### src/rtl/sysid_check_ctrl_pkg.sv
// Shared types and constants for the sysid check controller.
package sysid_check_ctrl_pkg;

  // One-hot controller state encoding.
  typedef enum logic [4:0] {
    ST_IDLE  = 5'b00001,
    ST_RD_ID = 5'b00010,
    ST_RD_TS = 5'b00100,
    ST_CPU   = 5'b01000,
    ST_FIN   = 5'b10000
  } state_t;

  // Bit positions inside fail_code.
  localparam int FAIL_ID = 0;
  localparam int FAIL_TS = 1;

  // Word addresses on the sysid slave.
  localparam logic ADDR_ID = 1'b0;
  localparam logic ADDR_TS = 1'b1;

endpackage

### src/rtl/sysid_check_ctrl.sv
// sysid_check_ctrl: reads the sysid slave's ID and timestamp words, compares
// them with the build-time expected values and reports pass/fail. Between
// checks the slave port is lent to a CPU read path.
// Optional feature: define SYSID_PERIODIC_EN to re-run the check after
// RECHECK_CYCLES idle cycles.
//
// state  | meaning
// IDLE   | waiting for a check trigger or a CPU read
// RD_ID  | slave address 0, capture ID compare
// RD_TS  | slave address 1, capture timestamp compare
// FIN    | publish pass/fail_code, set done
// CPU    | slave address from CPU, capture read data
module sysid_check_ctrl
  import sysid_check_ctrl_pkg::*;
#(
  parameter logic [31:0] EXPECTED_ID    = 32'h0000_0000,
  parameter logic [31:0] EXPECTED_TS    = 32'd1764772539,
  parameter int unsigned RECHECK_CYCLES = 1_000_000
) (
  input  logic        clock,
  input  logic        reset_n,
  input  logic        start,
  input  logic        cpu_req,
  input  logic        cpu_address,
  output logic [31:0] cpu_readdata,
  output logic        cpu_valid,
  output logic        sysid_address,
  input  logic [31:0] sysid_readdata,
  output logic        busy,
  output logic        done,
  output logic        pass,
  output logic [1:0]  fail_code
);

  // A zero interval would make the periodic compare value wrap.
  if (RECHECK_CYCLES == 0) begin : g_param_chk
    $error("RECHECK_CYCLES must be nonzero");
  end

  state_t      r_state;
  state_t      w_next;
  logic        r_boot;
  logic        r_start_pend;
  logic        r_id_bad;
  logic        r_ts_bad;
  logic        r_done;
  logic        r_pass;
  logic [1:0]  r_fail_code;
  logic [31:0] r_cpu_rdata;
  logic        r_cpu_valid;
  logic        w_periodic;
  logic        w_trigger;
  logic        w_chk_start;
  logic        w_cpu_start;
  logic        w_busy;
  logic        w_addr;

  // Any reason to run a check; only acted upon in IDLE.
  assign w_trigger   = start | r_start_pend | r_boot | w_periodic;
  assign w_chk_start = (r_state == ST_IDLE) & w_trigger;
  // r_cpu_valid blocks re-entry while the requester still holds cpu_req.
  assign w_cpu_start = (r_state == ST_IDLE) & ~w_trigger & cpu_req & ~r_cpu_valid;

`ifdef SYSID_PERIODIC_EN
  localparam logic [31:0] LP_RECHECK_LAST = 32'(RECHECK_CYCLES - 1);
  logic [31:0] r_period_cnt;

  assign w_periodic = (r_state == ST_IDLE) && (r_period_cnt == LP_RECHECK_LAST);

  // Idle-cycle counter: restarts with every check, holds outside IDLE.
  always_ff @(posedge clock or negedge reset_n) begin
    if (!reset_n) begin
      r_period_cnt <= '0;
    end else if (w_chk_start) begin
      r_period_cnt <= '0;
    end else if (r_state == ST_IDLE) begin
      r_period_cnt <= r_period_cnt + 32'd1;
    end
  end
`else
  assign w_periodic = 1'b0;
`endif

  // State register.
  always_ff @(posedge clock or negedge reset_n) begin
    if (!reset_n) r_state <= ST_IDLE;
    else          r_state <= w_next;
  end

  // Next-state decode; a check trigger wins over a CPU request.
  always_comb begin
    w_next = r_state;
    case (r_state)
      ST_IDLE: begin
        if (w_trigger)        w_next = ST_RD_ID;
        else if (w_cpu_start) w_next = ST_CPU;
      end
      ST_RD_ID: w_next = ST_RD_TS;
      ST_RD_TS: w_next = ST_FIN;
      ST_FIN:   w_next = ST_IDLE;
      ST_CPU:   w_next = ST_IDLE;
      default:  w_next = ST_IDLE;
    endcase
  end

  // State-decoded outputs: busy and the slave address.
  always_comb begin
    w_busy = 1'b0;
    w_addr = ADDR_ID;
    case (r_state)
      ST_RD_ID: begin w_busy = 1'b1; w_addr = ADDR_ID; end
      ST_RD_TS: begin w_busy = 1'b1; w_addr = ADDR_TS; end
      ST_CPU:   w_addr = cpu_address;
      default:  begin w_busy = 1'b0; w_addr = ADDR_ID; end
    endcase
  end

  // Compare capture, result publication, start latch and CPU read return.
  always_ff @(posedge clock or negedge reset_n) begin
    if (!reset_n) begin
      r_boot       <= 1'b1;
      r_start_pend <= 1'b0;
      r_id_bad     <= 1'b0;
      r_ts_bad     <= 1'b0;
      r_done       <= 1'b0;
      r_pass       <= 1'b0;
      r_fail_code  <= 2'b00;
      r_cpu_rdata  <= '0;
      r_cpu_valid  <= 1'b0;
    end else begin
      if (w_chk_start) begin
        r_boot       <= 1'b0;
        r_start_pend <= 1'b0;
        r_done       <= 1'b0;
      end else if (start) begin
        r_start_pend <= 1'b1;
      end
      if (r_state == ST_RD_ID) r_id_bad <= (sysid_readdata != EXPECTED_ID);
      if (r_state == ST_RD_TS) r_ts_bad <= (sysid_readdata != EXPECTED_TS);
      if (r_state == ST_FIN) begin
        r_done               <= 1'b1;
        r_pass               <= ~(r_id_bad | r_ts_bad);
        r_fail_code[FAIL_ID] <= r_id_bad;
        r_fail_code[FAIL_TS] <= r_ts_bad;
      end
      if (r_state == ST_CPU) r_cpu_rdata <= sysid_readdata;
      r_cpu_valid <= (r_state == ST_CPU);
    end
  end

  assign busy          = w_busy;
  assign sysid_address = w_addr;
  assign done          = r_done;
  assign pass          = r_pass;
  assign fail_code     = r_fail_code;
  assign cpu_readdata  = r_cpu_rdata;
  assign cpu_valid     = r_cpu_valid;

endmodule
### config.mk
export PLATFORM = sky130hd
export DESIGN_NAME = sysid_check_ctrl
export DESIGN_NICKNAME = d
export VERILOG_FILES = /design/src/rtl/sysid_check_ctrl_pkg.sv /design/src/rtl/sysid_check_ctrl.sv
export SDC_FILE = /design/constraint.sdc
export NUM_CORES = 1
export LEC_CHECK = 0
export BUFFER_PORTS_ARGS = -buffer_cell sky130_fd_sc_hd__clkbuf_2
export CAP_MARGIN = 5
export CORE_UTILIZATION = 52
export DETAILED_ROUTE_END_ITERATION = 10
export GPL_TIMING_DRIVEN = 0
export PLACE_DENSITY_LB_ADDON = 0.12
export REMOVE_ABC_BUFFERS = 1
export SYNTH_ARGS = -nofsm -noshare
export SYNTH_HDL_FRONTEND = slang
export SYNTH_SLANG_ARGS = --single-unit
### constraint.sdc
create_clock -name clock -period 2 [get_ports clock]
set_input_delay 0.3 -clock clock [delete_from_list [all_inputs] [get_ports clock]]
set_output_delay 0.3 -clock clock [all_outputs]
set_load 0.03 [all_outputs]
==> results of run 1 <==
kinds of logic (layout without fill, tap and decap cells):
family / count (synthesis) / in the layout / share of synthesized area [%]
AO/OA/AOI/OAI: 8 / 8 / 2.49
buffers and inverters: 6 / 89 / 2.29
flip-flops: 46 / 46 / 58.8
multiplexers: 34 / 34 / 25.0
AND/OR/NAND/NOR: 38 / 39 / 11.4
sequential cells by signal (all words and copies together), names as in the netlist:
| register | flops |
|---|---|
| r_ts_bad | 1 |
| pass | 1 |
| done | 1 |
| fail_code | 2 |
| r_boot | 1 |
| cpu_readdata | 32 |
| r_start_pend | 1 |
| cpu_valid | 1 |
| r_state | 5 |
| r_id_bad | 1 |
area by class of cell:
type	instances	area, um2	share of cell area [%]
clock buffer	8	80.1	3.23
inverter	3	11.3	0.454
multi-input combinational	81	782	31.5
sequential	46	1150	46.5
tap	46	57.6	2.32
timing repair buffer	78	398	16.0
how the worst min path moves through the flow:
stage / startpoint / end / slack (ps) / depth (start not counted)
2_1_floorplan: reset_n / cpu_readdata[0]$_DFFE_PN0N_ / 4 / 0
3_3_place_gp: pass$_DFFE_PN0P_ / pass$_DFFE_PN0P_ / 470 / 2
3_5_place_dp: pass$_DFFE_PN0P_ / pass$_DFFE_PN0P_ / 480 / 2
4_1_cts: start / r_start_pend$_DFFE_PN0P_ / 220 / 2
5_1_grt: start / r_start_pend$_DFFE_PN0P_ / 240 / 2
6_report: reset_n / cpu_readdata[2]$_DFFE_PN0N_ / 200 / 1
power groups by stage:
stage          Sequential [mW]  Clock (mW)  Combinational [mW]
2_1_floorplan             2.29           0               0.694
3_5_place_dp              1.60           0                1.96
3_3_place_gp              1.57           0                1.93
4_1_cts                   1.60       0.550                2.03
5_1_grt                   1.65       0.584                2.12
6_report                  1.60       0.534                2.01
timing repair:
action                                 in CTS  in global routing
hold buffers                                0                  0
setup buffers                               3                  0
endpoints found under the hold margin       0                  0
gates resized for setup                     1                  0
setup endpoints to repair                   1                  0
Yosys cell counts, drive strengths merged:
library cell / count / share of area (%)
a21o: 1 / 0.38
a21oi: 1 / 0.25
a31oi: 1 / 0.32
and2: 1 / 0.32
buf: 3 / 1.7
dfrtp: 44 / 56
dfstp: 2 / 2.7
inv: 3 / 0.57
mux2: 34 / 25
nand2: 3 / 0.57
nand2b: 1 / 0.32
nand3: 3 / 0.76
nand3b: 4 / 2.2
nand4: 5 / 1.6
nor2: 8 / 1.5
nor2b: 1 / 0.32
nor3: 4 / 1.3
nor4: 8 / 2.5
o21a: 1 / 0.38
o21ai: 3 / 0.76
o31ai: 1 / 0.38
worst reg2reg max path, cell delays in order (launching register included):
cell	delay, ps
dfrtp_1	450
nor3_4	230
buf_4	160
nand3b_2	440
mux2_4	470
cells in the final DEF (no fill, tap or decap):
cell type,n
nand4_1,5
nor3_1,3
nand3_1,3
o21ai_0,3
a31oi_1,1
o31ai_1,1
mux2_4,29
nor2_1,8
dfrtp_1,44
nand3b_4,1
buf_4,3
clkbuf_2,75
nor2b_1,1
nand2b_1,1
nand3b_2,1
a21oi_1,1
clkbuf_1,3
mux2_2,5
and2_1,1
nand3b_1,3
nor3_4,1
o21a_1,1
a21o_1,1
nor4_1,8
dfstp_2,2
nand2_1,3
clkbuf_8,5
inv_1,3
layer usage:
metal  vias to the layer above  GRT usage, %  share of wire [%]
li1                        647             -                  -
met1                       662          28.7                 43
met2                        48          36.8                 49
met3                         8          5.25                6.2
met4                         0          8.24                1.6
met5                         -             0                  0
per-stage QoR:
stage	cells	worst slack (ps)	TNS (ps)	cell area (um2)
final	262	99.3	0	2480
after global routing	262	0.359	0	2480
after CTS	262	105	0	2480
after detailed placement	250	-119	-119	2360
after global placement	250	-55.5	-55.5	2360
after floorplan	129	151	0	1930
==> impl_metrics.json, run 1 <==
{
  "hold_violations": 0,
  "seqPwrFrac_pct": 38.6,
  "r2r-start": "r_state[4]$_DFFE_PN0P_",
  "period_minus_slack_ps": 1900,
  "first_iter_violations": 33,
  "worst_pin_slew_ps": 1110,
  "r2r_setup_slack_ps": 140,
  "placeableCoreArea_um2": 3470,
  "p_int_mw": 2.41,
  "synth_seq_cells": 46,
  "maxCapViolCount": 0,
  "firstDrtPassIters": 4,
  "diodes": 0,
  "combinationalPowerShare_pct": 48.5,
  "cts.sinks": 46,
  "whs_ps": 203,
  "avgSynthCellArea_um2": 14.9,
  "die_area_um2": 4030,
  "status": "finished clean",
  "fillCellCount": 273,
  "critPathKind": "flop to output pin",
  "antenna_violating_nets_post_route": 0,
  "via_per_inst": 5.21,
  "crit_chain": "nor3_4 -> buf_4 -> nand3b_4 -> inv_1 -> a21o_1 -> clkbuf_2",
  "nets": 252,
  "p_clk_share_pct": 12.9,
  "place.gp.congestion": 0.773,
  "cp-startpoint": "r_state[4]$_DFFE_PN0P_",
  "p_total_mw": 4.15,
  "cp_top_family": "flip-flops",
  "min_path_type": "input pin to async pin",
  "cts_root_buf": "clkbuf_8",
  "routed_wl_um": 4060,
  "synthCells": 132,
  "setup_violations": 0,
  "report.final.slew_viol_count": 0,
  "numCtsBuffers": 5,
  "grt_pass1_vias": 1420,
  "worstSetupEndpointType": "output pin",
  "grt_use_total_pct": 22.4,
  "r2r_end": "cpu_readdata[31]$_DFFE_PN0N_",
  "io_pins": 76,
  "clk_pin_slew_ps": 80,
  "synth_area_um2": 1960,
  "grt_pass1_wl_um": 6690,
  "power_switching_mw": 1.73,
  "p_leak_nw": 1.35,
  "cp_max_fo": 4,
  "cp.depth": 6,
  "dieHeight_um": 63.4,
  "worst_skew_pair.late_latency_ps": 290,
  "required_ps": 1700,
  "r2r_cells": 4,
  "grt_max_degree": 47,
  "cts_tree": "built",
  "drive_above_1_share_pct": 56.5,
  "io_buffers": 75,
  "irDropWorstVdd_mv": 0.965,
  "htreeDepth": 2,
  "yosysWarnings": 0,
  "hpwl_um": 2860,
  "maxSlewHeadroom_pct": 26.3,
  "worst-path-buf-inv": 3,
  "rows": 21,
  "powerDensity_nw_per_um2": 1670,
  "slowest_stage": "dfrtp_1",
  "fmax_ghz": 0.526,
  "ys_types": 24,
  "crit_end": "sysid_address",
  "fin_util_pct": 71.6,
  "post-route-period-util_pct": 95.0,
  "slowest_delay_ps": 450,
  "worstPathArrival_ps": 1600,
  "switching_share_pct": 41.8,
  "wl_per_cell_um": 15.5,
  "syn2layout_area_growth_pct": 26.4,
  "initial_core_util_pct": 56.6,
  "start_kind": "flop",
  "ys_seq_area_share_pct": 58.8,
  "clock_path_buffers": 2,
  "rsz0062_at_grt": "false",
  "finClkSkew_ps": 4.30,
  "overflow": 0,
  "die_w_um": 63.4,
  "drc": 0,
  "dr_total_vias": 1365,
  "antenna_found_initial": 0
}
(Power assumes the default switching activity.)
==> inputs of run 2 (changes only) <==
CORE_ASPECT_RATIO = 1.25   (was default)
==> run 2 against run 1 <==
The run now ends with DRC left. Sequential power about the same. Hold slack got worse by 2.6 ps. Power up 0.63%. Design area is 0.20% lower. Via count increased by 1.1%.
==> impl_metrics.json, run 2 (same netlist as run 1, synthesis figures left out) <==
{
  "cp_max_fo": 4,
  "final_cell_mix": "clkbuf_2, dfrtp_1, mux2_4",
  "overflow": 0,
  "routed_wl_um": 4160,
  "antenna_found_initial": 0,
  "min_path_type": "input pin to async pin",
  "violations": "DRC",
  "io_buffers": 75,
  "grt_use_total_pct": 22.7,
  "die_area_um2": 4030,
  "maxCapViolCount": 0,
  "drive_above_1_share_pct": 57.2,
  "irDropWorstVdd_mv": 0.868,
  "antenna_violating_nets_post_route": 0,
  "diodes": 0,
  "rows": 24,
  "setup_violations": 0,
  "fillCellCount": 264,
  "io_pins": 76,
  "critPathKind": "flop to output pin",
  "required_ps": 1700,
  "dieHeight_um": 70.7,
  "worstSetupEndpointType": "output pin",
  "p_total_mw": 4.17,
  "numCtsBuffers": 5,
  "grt_pass1_wl_um": 6890,
  "grt_pass1_vias": 1450,
  "grt_max_degree": 47,
  "hold_violations": 0,
  "maxSlewHeadroom_pct": 27.2,
  "die_w_um": 57.0,
  "r2r_cells": 4,
  "placeableCoreArea_um2": 3540,
  "cts_tree": "built",
  "drc": 8,
  "final_common_cell": "clkbuf_2",
  "post-route-period-util_pct": 91.9,
  "clk_pin_slew_ps": 80,
  "period_minus_slack_ps": 1840,
  "clock_path_buffers": 2,
  "firstDrtPassIters": 7,
  "rsz0062_at_grt": "false",
  "status": "finished with violations",
  "largest_register_ffs": 32,
  "first_iter_violations": 45,
  "place.gp.congestion": 0.803,
  "initial_core_util_pct": 55.4,
  "report.final.slew_viol_count": 0,
  "htreeDepth": 2,
  "worstPathArrival_ps": 1540,
  "p_leak_nw": 1.36,
  "wl_per_cell_um": 16.4,
  "fin_cells": 254,
  "place_inst": 243,
  "cts_hold_buf": 0,
  "worst_skew_pair.late_latency_ps": 290,
  "finClkSkew_ps": 4.67,
  "hpwl_um": 3070,
  "nets": 251,
  "worst_pin_slew_ps": 1090,
  "cts_root_buf": "clkbuf_8",
  "syn2layout_area_growth_pct": 26.2,
  "powerDensity_nw_per_um2": 1680,
  "via_per_inst": 5.43,
  "cts.sinks": 46,
  "dr_total_vias": 1380,
  "start_kind": "flop",
  "fmax_ghz": 0.544
}
run 2: repair_timing:
action	4_1_cts	5_1_grt
resized for setup	1	0
buffers inserted	1	1
pin swaps	1	1
setup endpoints to repair	1	1
hold endpoints to repair	0	0
gates cloned	1	0
run 2: stage by stage:
step / hold WS [ps] / utilization, % / setup slack, ps / TNS (ps) / instance area [um2]
global placement: 466 / 66.4 / -4.12 / -4.12 / 2350
global route: 231 / 69.9 / 59.7 / 0 / 2480
detailed placement: 484 / 66.4 / -81.6 / -81.6 / 2350
CTS: 225 / 69.7 / 42.4 / 0 / 2470
finish: 201 / 69.9 / 162 / 0 / 2480
floorplan: 4.41 / - / 151 / 0 / 1930
run 2: cell type report:
type                    count  area [um2]  share of cell area [%]
clock inverters             1        5.00                   0.202
multi-input cells          81         782                    31.6
well taps                  39        48.8                    1.97
clock buffers               7        86.3                    3.48
repair buffers             77         390                    15.8
flip-flops and latches     46        1150                    46.6
inverters                   3        11.3                   0.455
run 2: final timing paths:
check,slack [ps],start,endpoint
hold reg to reg,490,pass$_DFFE_PN0P_,pass$_DFFE_PN0P_
hold / removal,200,reset_n,cpu_readdata[1]$_DFFE_PN0N_
setup / recovery,160,r_state[0]$_DFFE_PN1P_,sysid_address
setup reg to reg,170,r_state[4]$_DFFE_PN0P_,cpu_readdata[1]$_DFFE_PN0N_
max in group asynchronous,1140,reset_n,cpu_readdata[18]$_DFFE_PN0N_
min in group clock,230,start,r_start_pend$_DFFE_PN0P_
run 2: power breakdown:
| part | internal, mW | switching, mW | leakage, nW |
|---|---|---|---|
| combinational | 0.811 | 1.18 | 0.763 |
| clock | 0.279 | 0.290 | 0.0482 |
| sequential | 1.34 | 0.270 | 0.544 |
| total | 2.43 | 1.74 | 1.36 |
run 2: metal layers:
layer	up-vias	part of all wire (%)	wire, um	track usage, %
met5	-	0	0	0
met4	0	1.1	47	7.59
met3	6	5.2	217	5.48
met2	50	55	2280	40.3
met1	677	39	1620	26.7
li1	647	-	-	-
run 2: worst max-delay path, stage by stage, from the launching register on:
cell and delay (ps):
dfstp_2 580, nor3_4 50, buf_4 150, nand3b_4 70
inv_1 50, a21o_1 170, clkbuf_2 180
